**config.mk**
```make
export PLATFORM = sky130hd
export DESIGN_NAME = mul_accumulator
export DESIGN_NICKNAME = d
export VERILOG_FILES = /design/src/rtl/mul_accumulator.sv
export SDC_FILE = /design/constraint.sdc
export NUM_CORES = 1
export LEC_CHECK = 0
export CORE_MARGIN = 1
export CORE_UTILIZATION = 59
export DETAILED_ROUTE_END_ITERATION = 16
export GPL_TIMING_DRIVEN = 0
export PLACE_DENSITY = 0.85
export SYNTH_ARGS = -nofsm -noshare
export SYNTH_HDL_FRONTEND = slang
export SYNTH_SLANG_ARGS = --single-unit
```
**constraint.sdc**
```tcl
create_clock -name clk -period 3.45 [get_ports clk]
set_input_delay 0.69 -clock clk [delete_from_list [all_inputs] [get_ports clk]]
set_output_delay 0.69 -clock clk [all_outputs]
set_load 0.01 [all_outputs]
```
**src/rtl/mul_accumulator.sv**
```systemverilog
// Multiply-accumulate consumer: sums blocks of (len+1) 8-bit products and returns sum, sticky overflow and beat count.
// Optional build macro MUL_ACC_SATURATE_EN clamps the accumulator on carry-out instead of wrapping.
module mul_accumulator #(
  parameter int ACC_WIDTH   = 16,
  parameter int COUNT_WIDTH = 4
) (
  input  logic                   clk,
  input  logic                   rst_n,
  input  logic                   in_valid,
  output logic                   in_ready,
  input  logic [7:0]             in_prod,
  input  logic                   in_ovf,
  input  logic [COUNT_WIDTH-1:0] len,
  output logic                   out_valid,
  input  logic                   out_ready,
  output logic [ACC_WIDTH-1:0]   out_sum,
  output logic                   out_ovf,
  output logic [COUNT_WIDTH:0]   out_count
);

  typedef enum logic [1:0] {IDLE, ACC, DONE} state_t;

  localparam logic [COUNT_WIDTH:0]   CNT_ONE = 1;
  localparam logic [COUNT_WIDTH-1:0] REM_ONE = 1;

  function automatic logic [ACC_WIDTH-1:0] zext_prod(input logic [7:0] p);
    return {{(ACC_WIDTH-8){1'b0}}, p};
  endfunction

  // Returns {carry, next_acc}; in the saturating build a carry pins the sum at all ones.
  function automatic logic [ACC_WIDTH:0] acc_add(input logic [ACC_WIDTH-1:0] a,
                                                 input logic [7:0]           p);
    logic [ACC_WIDTH:0] s;
    s = {1'b0, a} + {1'b0, zext_prod(p)};
`ifdef MUL_ACC_SATURATE_EN
    if (s[ACC_WIDTH]) s[ACC_WIDTH-1:0] = '1;
`endif
    return s;
  endfunction

  state_t                 state_q, state_d;
  logic [ACC_WIDTH-1:0]   acc_q, acc_d;
  logic                   ovf_q, ovf_d;
  logic [COUNT_WIDTH:0]   count_q, count_d;
  logic [COUNT_WIDTH-1:0] remaining_q, remaining_d;
  logic                   out_valid_q, out_valid_d;
  logic [ACC_WIDTH-1:0]   out_sum_q, out_sum_d;
  logic                   out_ovf_q, out_ovf_d;
  logic [COUNT_WIDTH:0]   out_count_q, out_count_d;
  logic [ACC_WIDTH:0]     sum_w;
  logic                   load_first;

  // A finished block only frees the input side when the result is being taken.
  assign in_ready = (state_q != DONE) || out_ready;

  always_comb begin
    state_d     = state_q;
    acc_d       = acc_q;
    ovf_d       = ovf_q;
    count_d     = count_q;
    remaining_d = remaining_q;
    load_first  = 1'b0;
    sum_w       = acc_add(acc_q, in_prod);

    unique case (state_q)
      IDLE: begin
        load_first = in_valid;
      end
      ACC: begin
        if (in_valid) begin
          acc_d       = sum_w[ACC_WIDTH-1:0];
          ovf_d       = ovf_q | in_ovf | sum_w[ACC_WIDTH];
          count_d     = count_q + CNT_ONE;
          remaining_d = remaining_q - REM_ONE;
          if (remaining_q == REM_ONE) state_d = DONE;
        end
      end
      DONE: begin
        if (out_ready) begin
          if (in_valid) begin
            load_first = 1'b1;
          end else begin
            state_d = IDLE;
            acc_d   = '0;
            ovf_d   = 1'b0;
            count_d = '0;
          end
        end
      end
      default: begin
        state_d = IDLE;
      end
    endcase

    // First beat of a block; also used for the same-cycle handoff out of DONE.
    if (load_first) begin
      acc_d       = zext_prod(in_prod);
      ovf_d       = in_ovf;
      count_d     = CNT_ONE;
      remaining_d = len;
      state_d     = (len == '0) ? DONE : ACC;
    end

    out_valid_d = (state_d == DONE);
    out_sum_d   = out_valid_d ? acc_d   : '0;
    out_ovf_d   = out_valid_d ? ovf_d   : 1'b0;
    out_count_d = out_valid_d ? count_d : '0;
  end

  always_ff @(posedge clk or negedge rst_n) begin
    if (!rst_n) begin
      state_q     <= IDLE;
      acc_q       <= '0;
      ovf_q       <= 1'b0;
      count_q     <= '0;
      remaining_q <= '0;
      out_valid_q <= 1'b0;
      out_sum_q   <= '0;
      out_ovf_q   <= 1'b0;
      out_count_q <= '0;
    end else begin
      state_q     <= state_d;
      acc_q       <= acc_d;
      ovf_q       <= ovf_d;
      count_q     <= count_d;
      remaining_q <= remaining_d;
      out_valid_q <= out_valid_d;
      out_sum_q   <= out_sum_d;
      out_ovf_q   <= out_ovf_d;
      out_count_q <= out_count_d;
    end
  end

  assign out_valid = out_valid_q;
  assign out_sum   = out_sum_q;
  assign out_ovf   = out_ovf_q;
  assign out_count = out_count_q;

endmodule

```
==> run_results.csv <==
group,metric,value,unit
clock_network,cts_resized,0,
synthesis,synth_cells,304,
placement,gp_congestion,0.9377,
synthesis,synth_edf_count,0,
die,initial_utilization,0.6156,
sta,relSlewSlack,0.4560,
synthesis,synth_fp_nets,338,
layout,multiInputGateArea,1528,µm²
sta,max_freq,311.3,MHz
sta,rsz0062_at_grt,"no",
sta,final.min_clock_period,3.213,ns
critical_path,cp-start-kind,"primary input",
clock_network,cts_tree,"yes",
global_routing,gr-usage-all-layers,0.2914,
clock_network,clockRootBuffer,"clkbuf_8",
placement,pre_cts_ws,-0.009311,ns
critical_path,worst-setup-path-type,"in2reg",
critical_path,r2r_start,"acc_q[0]",
synthesis,avgSynthCellArea,9.565,µm²
drt,postRouteAntennaNets,0,
critical_path,crit_chain,"clkdlybuf4s50_1 > ha_1 > inv_1 > fa_1 > and2b_1 > o31ai_1 > a21oi_1 > nand4_1 > a2111oi_0",
global_routing,grt_max_degree,28,
clock_network,cts_max_level,2,
synthesis,ys_seq_elements,51,
die,die_x,72.20,µm
sta,fin_setup_tns,0,ns
sta,finalCritPeriodShare,0.9312,
die,rows,25,
critical_path,regToRegSetupSlack,0.77,ns
synthesis,yosysUniqueCellTypes,62,
run,drv_cap,0,
drt,drc,0,
die,core-area,4723,µm²
clock_network,clock-sinks,51,
power,leakage,1.523,nW
die,die_y,72.20,µm
power,p_switching,1.194,mW
power,p_int,1.533,mW
critical_path,critPathMaxStageDelay,0.52,ns
power,power_frac_seq,0.303,
critical_path,cp_slowest_cell,"clkdlybuf4s50_1",
sta,setup_violations,0,
critical_path,path_max_fanout,5,
hold_path,hold_path.class,"in2async",
synthesis,synth_area,2908,µm²
sta,final_max_slew_viol_count,0,
synthesis,yosys_most_used_dff,"dfrtp_1",
power,power_frac_clock,0.160,
layout,antenna_cells,0,
die,die_area,5213,µm²
drt,routed_via_density,6.279,
drt,wl_per_cell,16.51,µm
clock_network,numCtsBuffers,5,
synthesis,yosysWarnings,0,
drt,wirelength,6935,µm
layout,drive_gt1_frac,0.08499,
global_routing,antenna_found_initial,0,
sta,fin_skew,0.006559,ns
layout,seqCellArea,1276,µm²
critical_path,required,3.61,ns
die,io_pins,41,
synthesis,yosysSeqAreaShare,0.4389,
clock_network,clkTransAtPathRegs,0.09,ns
clock_network,max-clock-path-buffers,2,
placement,dp_hpwl,5000,µm
power,pwr-share-comb,0.537,
global_routing,grt_pass1_vias,2526,
clock_network,clk_latency,0.31,ns
placement,portBuffers,40,
critical_path,cp-startpoint,"in_prod[0]",
drt,drtPass1Iterations,4,
global_routing,grt_pass1_wl,11730,µm
sta,fin_ws,0.2374,ns
critical_path,crit_path_end_kind,"flip-flop",
power,power.share.switching,0.4377,
layout,finalNetCount,386,
layout,area_growth,21.21,%
drt,vias,2637,
critical_path,critical_path_arrival,3.37,ns
global_routing,grt-ovfl-total,0,
clock_network,cts_post_setup_buffers_inserted,0,
drt,drt_iter0_markers,253,
sta,final_hold_viol_count,0,
outcome,status,"completed",
power,p_per_area,773.7,nW/µm²
power,ir_drop,0.4595,mV
sta,worstMarginPinSlew,0.8106,ns
synthesis,async_flop_share,1.000,
layout,fillCellCount,346,
clock_network,holdBufCountCts,0,
-- worst max-delay path: cells and delay by family --
kind                     cells  cell delay [ns]
AO/OA/AOI/OAI                3             1.00
buffers and inverters        2             0.59
AND/OR/NAND/NOR              2             0.46
adder cells (fa/ha/maj)      2             0.63
-- layer usage --
layer	up-vias	share of wire	routed length, µm	track usage
li1	1246	-	-	-
met1	1264	0.43	3008	0.3725
met2	108	0.47	3266	0.4818
met3	19	0.064	446	0.03889
met4	0	0.031	213	0.1569
met5	-	0	0	0
-- final cells by class --
cell class / instances / share of cell area
plain buffers: 11 / 0.01562
clock buffers: 6 / 0.02343
clock inverters: 2 / 0.009940
inverters: 13 / 0.01384
multi-input cells: 229 / 0.4334
flip-flops and latches: 51 / 0.3621
well taps: 67 / 0.02378
repair buffers: 41 / 0.1179
-- power groups by stage --
stage / Sequential (mW) / Combinational [mW] / Clock (mW)
after floorplan: 0.839 / 1.00 / 0
after global placement: 0.830 / 1.40 / 0
after detailed placement: 0.837 / 1.44 / 0
after CTS: 0.826 / 1.45 / 0.440
after global routing: 0.842 / 1.62 / 0.457
final: 0.827 / 1.46 / 0.435
-- cell families (layout without fill, tap and decap cells) --
group                    count (synthesis)  in the layout  share of synthesized area
buffers and inverters                   24             73                    0.03571
multiplexers                             1              1                   0.003442
AND/OR/NAND/NOR                        108            108                     0.1962
flip-flops                              51             51                     0.4389
adder cells (fa/ha/maj)                 17             17                    0.07573
XOR/XNOR                                 2              2                   0.006025
AO/OA/AOI/OAI                          101            101                     0.2440
-- cells in the final DEF, fill, tap and decap left out, drive strengths merged, types with 4 or more instances in the layout --
master         netlist  final
dfrtp               51     51
clkdlybuf4s50        0     39
a21oi               26     26
nand2               24     24
nor2                22     22
ha                  16     16
inv                 13     13
o21ai               13     13
nand3               11     11
buf                  9     11
nor3                10     10
o211ai               8      8
a22oi                8      8
a211oi               8      8
clkbuf               2      8
nand2b               7      7
a31oi                6      6
nor2b                5      5
nand4                5      5
a311oi               5      5
a21o                 4      4
or4                  4      4
-- cell usage after synthesis, types with 3 or more instances --
master	instances	area share
dfrtp_1	51	0.44
a21oi_1	26	0.045
nand2_1	23	0.030
nor2_1	21	0.027
ha_1	16	0.069
inv_1	11	0.014
nand3_1	11	0.019
nor3_1	10	0.017
o21ai_0	10	0.017
a22oi_1	8	0.021
o211ai_1	8	0.021
a211oi_1	7	0.018
a31oi_1	6	0.013
nand2b_1	6	0.013
buf_2	5	0.0086
nand4_1	5	0.011
nor2b_1	5	0.011
a21o_1	4	0.010
a311oi_1	4	0.012
a21boi_0	3	0.0077
and2_1	3	0.0065
nor4_1	3	0.0065
o21ai_1	3	0.0052
o31a_2	3	0.010
or3_1	3	0.0065
or4_1	3	0.0077
-- flip-flops by register name, summed over array words and instances (netlist names) --
signal       flops
out_valid        1
remaining_q      4
acc_q           16
ovf_q            1
state_q          2
count_q          5
out_ovf          1
out_sum         16
out_count        5
-- path summary, 6_finish.rpt --
kind	end	depth (start not counted)
setup / recovery	out_ovf	9
hold / removal	out_sum[8]	1
setup reg to reg	out_ovf	8
hold reg to reg	count_q[4]	1
max in group asynchronous	acc_q[7]	2
min in group clk	count_q[4]	1
-- stage by stage --
stage	instances	utilization	hold WS [ns]	area, µm²	total power [mW]
5_1_grt	420	0.7462	0.4381	3525	2.917
3_5_place_dp	412	0.7213	0.4840	3407	2.273
6_report	420	0.7462	0.3774	3525	2.727
4_1_cts	420	0.7462	0.3977	3525	2.716
3_3_place_gp	411	0.7181	0.4760	3392	2.233
2_1_floorplan	304	-	0.3944	2908	1.839
Note: power is estimated with default switching activity, not from simulation.
